==> src/rtl/control_sequencer.sv <==
// SAP control sequencer: T1..T6 ring counter plus HALT.
// State moves on the falling edge; control word is Moore-decoded.
module control_sequencer #(
    parameter logic [3:0] OP_LDA    = 4'h0,
    parameter logic [3:0] OP_ADD    = 4'h1,
    parameter logic [3:0] OP_SUB    = 4'h2,
    parameter logic [3:0] OP_OUT    = 4'hE,
    parameter logic [3:0] OP_HLT    = 4'hF,
    parameter int         CNT_WIDTH = 8
) (
    input  logic                 clk,
    input  logic                 rst,
    input  logic [3:0]           opcode,
    output logic                 cp,
    output logic                 ep,
    output logic                 lm_n,
    output logic                 ce_n,
    output logic                 l1_n,
    output logic                 e1_n,
    output logic                 la_n,
    output logic                 ea,
    output logic                 su,
    output logic                 eu,
    output logic                 lb_n,
    output logic                 lo_n,
    output logic [5:0]           t_state,
    output logic                 halted,
    output logic [CNT_WIDTH-1:0] instr_count
);

    // One-hot ring; bits [5:0] map straight onto t_state.
    typedef enum logic [6:0] {
        S_T1   = 7'b0000001,
        S_T2   = 7'b0000010,
        S_T3   = 7'b0000100,
        S_T4   = 7'b0001000,
        S_T5   = 7'b0010000,
        S_T6   = 7'b0100000,
        S_HALT = 7'b1000000
    } state_t;

    state_t state;
    state_t state_nxt;

    logic is_lda;
    logic is_add;
    logic is_sub;
    logic is_out;
    logic is_hlt;

    // Opcode class decode, only consumed in T4..T6.
    always_comb begin
        is_lda = (opcode == OP_LDA);
        is_add = (opcode == OP_ADD);
        is_sub = (opcode == OP_SUB);
        is_out = (opcode == OP_OUT);
        is_hlt = (opcode == OP_HLT);
    end

    // Ring position register; reset and illegal codes land in T1.
    always_ff @(negedge clk) begin
        if (!rst) begin
            state <= S_T1;
        end else begin
            state <= state_nxt;
        end
    end

    // Retired-instruction counter, bumps on the T6->T1 wrap.
    always_ff @(negedge clk) begin
        if (!rst) begin
            instr_count <= '0;
        end else if (state == S_T6) begin
            instr_count <= instr_count + 1'b1;
        end
    end

    // Next-state and control-word decode; reset forces all inactive.
    always_comb begin
        state_nxt = S_T1;
        cp        = 1'b0;
        ep        = 1'b0;
        lm_n      = 1'b1;
        ce_n      = 1'b1;
        l1_n      = 1'b1;
        e1_n      = 1'b1;
        la_n      = 1'b1;
        ea        = 1'b0;
        su        = 1'b0;
        eu        = 1'b0;
        lb_n      = 1'b1;
        lo_n      = 1'b1;
        halted    = 1'b0;
        case (state)
            S_T1: begin
                state_nxt = S_T2;
                if (rst) begin
                    ep   = 1'b1;
                    lm_n = 1'b0;
                end
            end
            S_T2: begin
                state_nxt = S_T3;
                if (rst) begin
                    cp = 1'b1;
                end
            end
            S_T3: begin
                state_nxt = S_T4;
                if (rst) begin
                    ce_n = 1'b0;
                    l1_n = 1'b0;
                end
            end
            S_T4: begin
                state_nxt = is_hlt ? S_HALT : S_T5;
                if (rst) begin
                    if (is_lda || is_add || is_sub) begin
                        e1_n = 1'b0;
                        lm_n = 1'b0;
                    end else if (is_out) begin
                        ea   = 1'b1;
                        lo_n = 1'b0;
                    end
                end
            end
            S_T5: begin
                state_nxt = S_T6;
                if (rst) begin
                    if (is_lda) begin
                        ce_n = 1'b0;
                        la_n = 1'b0;
                    end else if (is_add || is_sub) begin
                        ce_n = 1'b0;
                        lb_n = 1'b0;
                    end
                end
            end
            S_T6: begin
                state_nxt = S_T1;
                if (rst && (is_add || is_sub)) begin
                    eu   = 1'b1;
                    su   = is_sub;
                    la_n = 1'b0;
                end
            end
            S_HALT: begin
                state_nxt = S_HALT;
                halted    = rst;
            end
            default: begin
                state_nxt = S_T1;
            end
        endcase
    end

    // Ring position view; zero in HALT and for any illegal code.
    always_comb begin
        t_state = 6'b000000;
        case (state)
            S_T1, S_T2, S_T3,
            S_T4, S_T5, S_T6: t_state = state[5:0];
            default:          t_state = 6'b000000;
        endcase
    end

endmodule

==> config.mk <==
export PLATFORM = sky130hd
export DESIGN_NAME = control_sequencer
export DESIGN_NICKNAME = d
export VERILOG_FILES = /design/src/rtl/control_sequencer.sv
export SDC_FILE = /design/constraint.sdc
export NUM_CORES = 1
export LEC_CHECK = 0
export ABC_AREA = 0
export CELL_PAD_IN_SITES_DETAIL_PLACEMENT = 1
export CELL_PAD_IN_SITES_GLOBAL_PLACEMENT = 2
export CORE_MARGIN = 2
export CORE_UTILIZATION = 25
export CTS_CLUSTER_DIAMETER = 120
export DETAILED_ROUTE_END_ITERATION = 7
export PLACE_DENSITY = 0.8
export REMOVE_ABC_BUFFERS = 1
export SETUP_SLACK_MARGIN = 0.2
export SLEW_MARGIN = 10
export SYNTH_ARGS = -nofsm -noshare
export SYNTH_HDL_FRONTEND = slang
export SYNTH_SLANG_ARGS = --single-unit
==> constraint.sdc <==
create_clock -name clk -period 5.6 [get_ports clk]
set_clock_uncertainty 0.2 [all_clocks]
set_input_delay 1.4 -clock clk [delete_from_list [all_inputs] [get_ports clk]]
set_output_delay 1.4 -clock clk [all_outputs]
set_load 0.05 [all_outputs]
==> reports/results.tsv, run 1 <==
stage	metric	value	unit
logic_synthesis	ys_top_cells_by_area	dfxtp_1, and4bb_2, xor2_1, and2_1, nand2_1	
logic_synthesis	synth.avg_cell_area	8.32	um2
sta	hold_viol_final	0	
sta	tns	-10.19	ns
logic_synthesis	ys.warnings.count	0	
power	clock_power_share	24.4	%
finish	drive_gt1_share	52.4	%
sta	setup_viol	19	
logic_synthesis	ys_types	33	
hold_path	worstHoldPathType	reg -> reg	
finish	antennaDiodeCount	0	
clocking	max-clock-path-buffers	2	
finish	nNetsFinal	197	
power	vdd_ir_drop_max	0.283	mV
logic_synthesis	yosysSeqAreaShare	34.4	%
logic_synthesis	synth_top_area_share	34.4	%
clocking	clk_pin_slew	0.05	ns
grt	grtUsageMet2	37.4	%
logic_synthesis	synth-compound-area-share	12.0	%
finish	nFillCells	372	
routing	drt_iter0_drc	30	
die	die_y	63.1	um
logic_synthesis	ys_ff_latch	15	
logic_synthesis	async_flop_share	0	%
power	swShare	41.9	%
logic_synthesis	yosys.area_share.simple	42.6	%
worst_setup_path	cp_cell_sequence	nor4_4 -> nand3_2 -> inv_2 -> nand2_2 -> or3_4 -> buf_8	
worst_setup_path	endpoint_kind	output port	
die	rows	21	
power	combPwrFrac	47.9	%
routing	wirelength	3730	um
grt	grt_pass1_vias	1254	
die	die_area	3980	um2
sta	hold_ws	0.322	ns
worst_setup_path	slowest_delay	0.35	ns
clocking	cts_num_sinks	15	
power	p_switching	0.194	mW
routing	routedWlPerCell	15.9	um
sta	worst_pin_slew	0.307	ns
die	fp.dieW	63.1	um
routing	avgViaCountPerCell	4.99	
worst_setup_path	cp-start-kind	register	
die	io_pins	33	
worst_setup_path	cp.arrival	4.66	ns
power	cellPowerDensity	238	nW/um2
finish	fin_util	58.1	%
status	violations	negative setup slack	
power	power.leakage	0.854	nW
sta	final.setup.worst_slack	-0.655	ns
grt	antenna_found_initial	0	
finish	fin_cells	235	
die	core_area	3340	um2
job	drv_cap	0	
logic_synthesis	muxShareOfSynthArea	1.15	%
finish	area.growth.synth_to_final	122	%
grt	overflow	0	
placed_design	dp_cells	206	
clocking	cts_buffers	3	
placed_design	gp_congestion	0.758	
placed_design	io_buffers	32	
clocking	h-tree-depth	1	
grt	grtUsageMet3	5.89	%
logic_synthesis	ys.flop_type	dfxtp_1	
sta	slew_headroom	79.4	%
sta	rsz0062_at_grt	yes	
clocking	cts-root-buf	clkbuf_4	
clocking	insertion_delay	0.38	ns
placed_design	dpl.hpwl	2390	um
clocking	cts_tree	done	
power	internal_power	0.268	mW
routing	firstDrtPassIters	4	
grt	met1_usage	16.0	%
power	pwr-share-seq	27.7	%
placed_design	dp_slack	-0.288	ns
logic_synthesis	synth_top_family_by_area	simple AND/OR/NAND/NOR gates	
routing	dr_total_vias	1173	
logic_synthesis	synth_commonest_cells	dfxtp_1, nand2_1, nor2_1, o21ai_0	
grt	grt.total_usage	18.6	%
worst_setup_path	required	4.00	ns
logic_synthesis	syn-cell-area	873	um2
worst_setup_path	crit_buf_inv	2	
grt	grt_pass1_wl	5850	um
logic_synthesis	synth_top_cell_by_area	dfxtp_1	
status	outcome	finished, violations left	
logic_synthesis	synth-adder-area-share	1.43	%
logic_synthesis	synth_xor_area_share	5.01	%
die	start_util	26.2	%
routing	drcViolationCount	0	
worst_setup_path	path_max_fanout	3	
logic_synthesis	synth_edf_count	0	
worst_setup_path	slowest_stage	or3_4	
routing	ant_nets	0	
sta	slew_viol_final	0	
grt	grt_start_max_net_pins	15	
worst_setup_path	cpLargestDelayFamily	simple AND/OR/NAND/NOR gates	
logic_synthesis	yosysMostFrequentCell	dfxtp_1	
grt	top_usage_layer	met2	
worst_setup_path	worst-setup-path-type	reg -> out	
logic_synthesis	syn_inst	105	
-- layout make-up --
cell class              count  area (um2)  share of cell area, %
repair buffers             68         848                   43.7
flip-flops and latches     15         317                   16.3
multi-input cells          83         617                   31.8
clock inverters            16        60.1                   3.10
clock buffers               3        22.5                   1.16
inverters                   4        17.5                  0.903
well taps                  46        57.6                   2.97
-- flip-flops by register name, summed over array words and instances (netlist names) --
| name | cells |
|---|---|
| state | 7 |
| instr_count | 8 |
-- power by group through the flow --
stage / Sequential, mW / Clock, mW / Combinational, mW
6_report: 0.128 / 0.113 / 0.221
3_5_place_dp: 0.122 / 0.0175 / 0.188
4_1_cts: 0.123 / 0.113 / 0.201
5_1_grt: 0.129 / 0.130 / 0.232
3_3_place_gp: 0.122 / 0.0175 / 0.183
2_1_floorplan: 0.127 / 0.0175 / 0.0848
-- repair_timing --
action                                  in CTS  in global routing
hold endpoints to repair                     0                  0
endpoints found under the setup margin      21                 22
hold buffers                                 0                  0
pin swaps                                   13                  7
buffers inserted                             8                  3
resized for setup                           28                 20
-- cells in the final DEF (no fill, tap or decap), types with 2 or more instances in the layout --
| cell | netlist | final |
|---|---|---|
| clkbuf_4 | 0 | 3 |
| or3_1 | 6 | 4 |
| nand3_2 | 2 | 2 |
| and2_1 | 6 | 6 |
| o211ai_1 | 2 | 2 |
| nand2_1 | 10 | 9 |
| dfxtp_2 | 0 | 10 |
| a21oi_1 | 6 | 6 |
| xor2_1 | 5 | 5 |
| o31ai_1 | 2 | 2 |
| buf_8 | 0 | 2 |
| and4bb_2 | 4 | 4 |
| dfxtp_1 | 15 | 4 |
| or4_1 | 2 | 2 |
| nand4_1 | 3 | 3 |
| buf_4 | 1 | 25 |
| inv_1 | 3 | 17 |
| nand3_1 | 4 | 4 |
| o21ai_0 | 7 | 7 |
| buf_6 | 0 | 16 |
| buf_12 | 0 | 20 |
| nor4_4 | 1 | 2 |
| nor2_1 | 9 | 8 |
| nor3_2 | 0 | 2 |
| clkdlybuf4s50_1 | 0 | 5 |
| or3_4 | 0 | 2 |
-- tightest hold or removal path: stages (launching register included) --
cell,delay [ns]
dfxtp_2,0.34
o21ai_0,0.08
a21oi_1,0.06
-- cell families (layout without fill, tap and decap cells) --
kind of cell,after synthesis,in the layout
compound gates,18,18
xor+xnor,5,5
fa+ha+maj,1,1
buf+inv,7,91
flops,15,15
mux,1,1
simple gates,58,58
-- per-layer routing --
layer	part of all wire, %	wire [um]
met1	35	1300
met2	57	2130
met3	5.6	210
met4	2.5	95
met5	0	0
-- stage by stage --
step	total power [mW]	area, um2
2_1_floorplan	0.230	862
3_3_place_gp	0.322	1610
3_5_place_dp	0.328	1610
4_1_cts	0.437	1840
5_1_grt	0.491	1940
6_report	0.462	1940
-- worst paths after layout --
path	start	endpoint	slack [ns]	cells after the start
min	instr_count[4]$_SDFFE_NN0N_	instr_count[4]$_SDFFE_NN0N_	0.32	2
max reg2reg	state[3]$_SDFF_NN0_	instr_count[5]$_SDFFE_NN0N_	3.45	7
max	state[4]$_SDFF_NN0_	lo_n	-0.66	6
min reg2reg	instr_count[4]$_SDFFE_NN0N_	instr_count[4]$_SDFFE_NN0N_	0.32	2
(Power assumes the default switching activity.)
==> run 2, diff against run 1 <==
--- a/config.mk
+++ b/config.mk
@@ -9,10 +9,11 @@
 export CELL_PAD_IN_SITES_DETAIL_PLACEMENT = 1
 export CELL_PAD_IN_SITES_GLOBAL_PLACEMENT = 2
 export CORE_MARGIN = 2
-export CORE_UTILIZATION = 25
+export CORE_UTILIZATION = 36
 export CTS_CLUSTER_DIAMETER = 120
 export DETAILED_ROUTE_END_ITERATION = 7
-export PLACE_DENSITY = 0.8
+export DONT_BUFFER_PORTS = 1
+export PLACE_DENSITY = 0.79
 export REMOVE_ABC_BUFFERS = 1
 export SETUP_SLACK_MARGIN = 0.2
 export SLEW_MARGIN = 10
==> reports/results.tsv, run 2 <==
stage	metric	value	unit	change
status	outcome	stopped before the end		
status	haltStage	global routing (5_1_grt)		
status	toolErrorMsg	[ERROR DPL-0033] detailed placement checks failed during check placement.		
sta	worst_endpoint	e1_n		
grt	antenna_found_initial	0		
clocking	cts_hold_buf	0		unchanged
logic_synthesis	syn_inst	105		unchanged
placed_design	gp_congestion	0.900		+19%
placed_design	placed_cell_area	1260	um2	-21%
clocking	cts_buffers	3		unchanged
logic_synthesis	ys_ff_latch	15		unchanged
clocking	cts-root-buf	clkbuf_4		
logic_synthesis	ys.warnings.count	0		unchanged
logic_synthesis	synth_top_area_share	34.4	%	unchanged
logic_synthesis	synth.avg_cell_area	8.32	um2	unchanged
die	start_util	38.7	%	+13 points
logic_synthesis	async_flop_share	0	%	unchanged
die	die_y	53.3	um	-16%
logic_synthesis	yosysMostFrequentCell	dfxtp_1		
die	rows	17		-19%
grt	grt_start_max_net_pins	16		
logic_synthesis	yosysSeqAreaShare	34.4	%	unchanged
placed_design	dp_slack	-0.317	ns	-0.0295 ns
placed_design	io_buffers	0		-100%
logic_synthesis	syn-cell-area	873	um2	unchanged
clocking	cts_num_sinks	15		unchanged
logic_synthesis	synth_top_cell_by_area	dfxtp_1		
die	fp.dieW	53.3	um	-16%
logic_synthesis	ys.flop_type	dfxtp_1		
logic_synthesis	ys_top_cells_by_area	dfxtp_1, and4bb_2, xor2_1, and2_1, nand2_1		
logic_synthesis	synth_commonest_cells	dfxtp_1, nand2_1, nor2_1, o21ai_0		
logic_synthesis	synth_edf_count	0		unchanged
logic_synthesis	ys_types	33		unchanged
clocking	max-clock-path-buffers	2		unchanged
placed_design	dpl.hpwl	2190	um	-8.4%
sta	worstEpCategory	top-level output		
die	io_pins	33		unchanged
clocking	h-tree-depth	1		unchanged
[run 2: repair_timing]
action / CTS
gates resized for setup: 63
pin swaps: 15
buffers inserted: 11
setup endpoints to repair: 26
[run 2: logic make-up after synthesis]
group	Yosys count	share of synthesized area, %
adders and majority gates	1	1.43
DFF	15	34.4
and+or+nand+nor	58	42.6
xor gates and xnor gates	5	5.01
muxes	1	1.15
buffers and inverters	7	3.44
AOI/OAI and AO/OA	18	12.0
[run 2: metrics by stage]
stage,std cells,util [%]
3_5_place_dp,171,56.1
4_1_cts,200,72.8
2_1_floorplan,103,-
3_3_place_gp,171,56.1
==> run 3, diff against run 2 <==
==> config.mk (replaced) <==
export PLATFORM = sky130hd
export DESIGN_NAME = control_sequencer
export DESIGN_NICKNAME = d
export VERILOG_FILES = /design/src/rtl/control_sequencer.sv
export SDC_FILE = /design/constraint.sdc
export NUM_CORES = 1
export LEC_CHECK = 0
export ABC_AREA = 0
export CORE_AREA = 2 2 63 65
export DETAILED_ROUTE_END_ITERATION = 7
export DIE_AREA = 0 0 65 67
export DONT_BUFFER_PORTS = 1
export PLACE_DENSITY_LB_ADDON = 0.15
export REMOVE_ABC_BUFFERS = 1
export SLEW_MARGIN = 10
export SYNTH_ARGS = -nofsm -noshare
export SYNTH_HDL_FRONTEND = slang
export SYNTH_SLANG_ARGS = --single-unit
==> reports/results.tsv, run 3 (synthesized netlist as in run 1, its figures left out) <==
stage	metric	value	unit	change
worst_setup_path	path_max_fanout	3		
die	die_y	67	um	+26%
finish	final_cell_mix	buf_4, buf_6, inv_1, dfxtp_1, nand2_1		
sta	tns	-8.14	ns	
clocking	cts_num_sinks	15		unchanged
job	drv_cap	0		
grt	grt_pass1_wl	4630	um	
worst_setup_path	cp-start-kind	register		
clocking	cts-root-buf	clkbuf_8		
worst_setup_path	endpoint_kind	output port		
worst_setup_path	required	4.00	ns	
routing	avgViaCountPerCell	4.60		
routing	drcViolationCount	0		
die	core_area	3610	um2	
status	violations	negative setup slack		
grt	grt.total_usage	13.4	%	
routing	wirelength	2730	um	
sta	rsz0062_at_grt	yes		
placed_design	gp_congestion	0.806		-10%
finish	antennaDiodeCount	0		
grt	overflow	0		
worst_setup_path	worst-setup-path-type	reg -> out		
finish	multi_input_area	652	um2	
finish	area.growth.synth_to_final	98.7	%	
sta	worst_pin_slew	0.619	ns	
clocking	cts_tree	done		
die	io_pins	33		unchanged
clocking	h-tree-depth	1		unchanged
finish	nNetsFinal	185		
finish	top_register	instr_count		
clocking	max-clock-path-buffers	2		unchanged
finish	largest_reg_flops	8		
clocking	insertion_delay	0.32	ns	
die	rows	22		+5
clocking	cts_buffers	3		unchanged
grt	grt_start_max_net_pins	16		
clocking	clk_pin_slew	0.03	ns	
finish	top_regs	instr_count x8, state x7		
routing	dr_total_vias	1034		
finish	layout_commonest_cell	buf_4		
placed_design	io_buffers	0		unchanged
sta	hold_viol_final	0		
worst_setup_path	cp.arrival	4.59	ns	
finish	drive_gt1_share	52.5	%	
finish	fin_util	48.1	%	
status	outcome	finished, violations left		
sta	slew_viol_final	0		
placed_design	dpl.hpwl	1880	um	-14%
finish	regArea	315	um2	
sta	final.setup.worst_slack	-0.590	ns	
routing	drt_iter0_drc	17		
routing	ant_nets	0		
hold_path	worstHoldPathType	reg -> reg		
power	cellPowerDensity	270	nW/um2	
power	vdd_ir_drop_max	0.0879	mV	
finish	nFillCells	362		
routing	firstDrtPassIters	4		
grt	grt_pass1_vias	1031		
routing	routedWlPerCell	12.1	um	
die	fp.dieW	65	um	+22%
power	power.leakage	0.802	nW	
sta	slew_headroom	58.7	%	
grt	antenna_found_initial	0		
die	start_util	24.2	%	-15 points
sta	setup_viol	19		
die	die_area	4360	um2	
-- run 3: worst paths after layout --
kind	start	slack [ns]	cells past startpoint	endpoint
worst min-delay path	state[0]$_SDFF_NN1_	0.52	4	state[0]$_SDFF_NN1_
worst max-delay path	state[5]$_SDFF_NN0_	-0.59	6	lo_n
worst min register to register	state[0]$_SDFF_NN1_	0.52	4	state[0]$_SDFF_NN1_
worst max register to register	state[1]$_SDFF_NN0_	3.47	8	instr_count[7]$_SDFFE_NN0N_
-- run 3: worst max-delay path, cell delays in order (launching register included) --
cell	delay (ns)
dfxtp_4	0.35
nor4_4	0.30
nand3_2	0.16
inv_2	0.10
nand2_2	0.06
or3_4	0.34
buf_8	0.16
-- run 3: through the flow --
step                cells  area (um2)  power (mW)  setup slack, ns  hold slack (ns)
global route          225        1740       0.501           -0.636            0.565
global placement      195        1290       0.295           -0.243            0.524
detailed placement    195        1290       0.296           -0.300            0.511
floorplan             103         862       0.230            -1.05            0.467
CTS                   216        1610       0.443           -0.556            0.514
finish                225        1740       0.469           -0.590            0.519
-- run 3: area by class of cell --
cell class	instances	share of cell area [%]
multi-input cells	83	37.6
repair buffers	56	34.0
flip-flops and latches	15	18.2
clock inverters	16	3.46
well taps	48	3.46
clock buffers	3	2.38
inverters	4	1.01
-- run 3: layer usage --
metal  global-route usage (%)  vias up  wire length (um)
li1                         -      527                 -
met1                     15.4      477              1150
met2                     22.4       30              1410
met3                     6.08        0               173
met4                     3.72        0                 0
met5                        0        -                 0
-- run 3: report_power, final --
group	internal [mW]	switching (mW)	leakage, nW
Sequential	0.117	0.0117	0.124
Clock	0.0627	0.0661	0.107
Combinational	0.110	0.101	0.571
Total	0.290	0.179	0.802
-- run 3: repair_timing --
action | in CTS | in global routing
gates resized for setup | 55 | 14
hold buffers | 0 | 0
cloned | 0 | 0
pin swaps | 21 | 8
buffers inserted | 5 | 10
endpoints found under the setup margin | 19 | 19
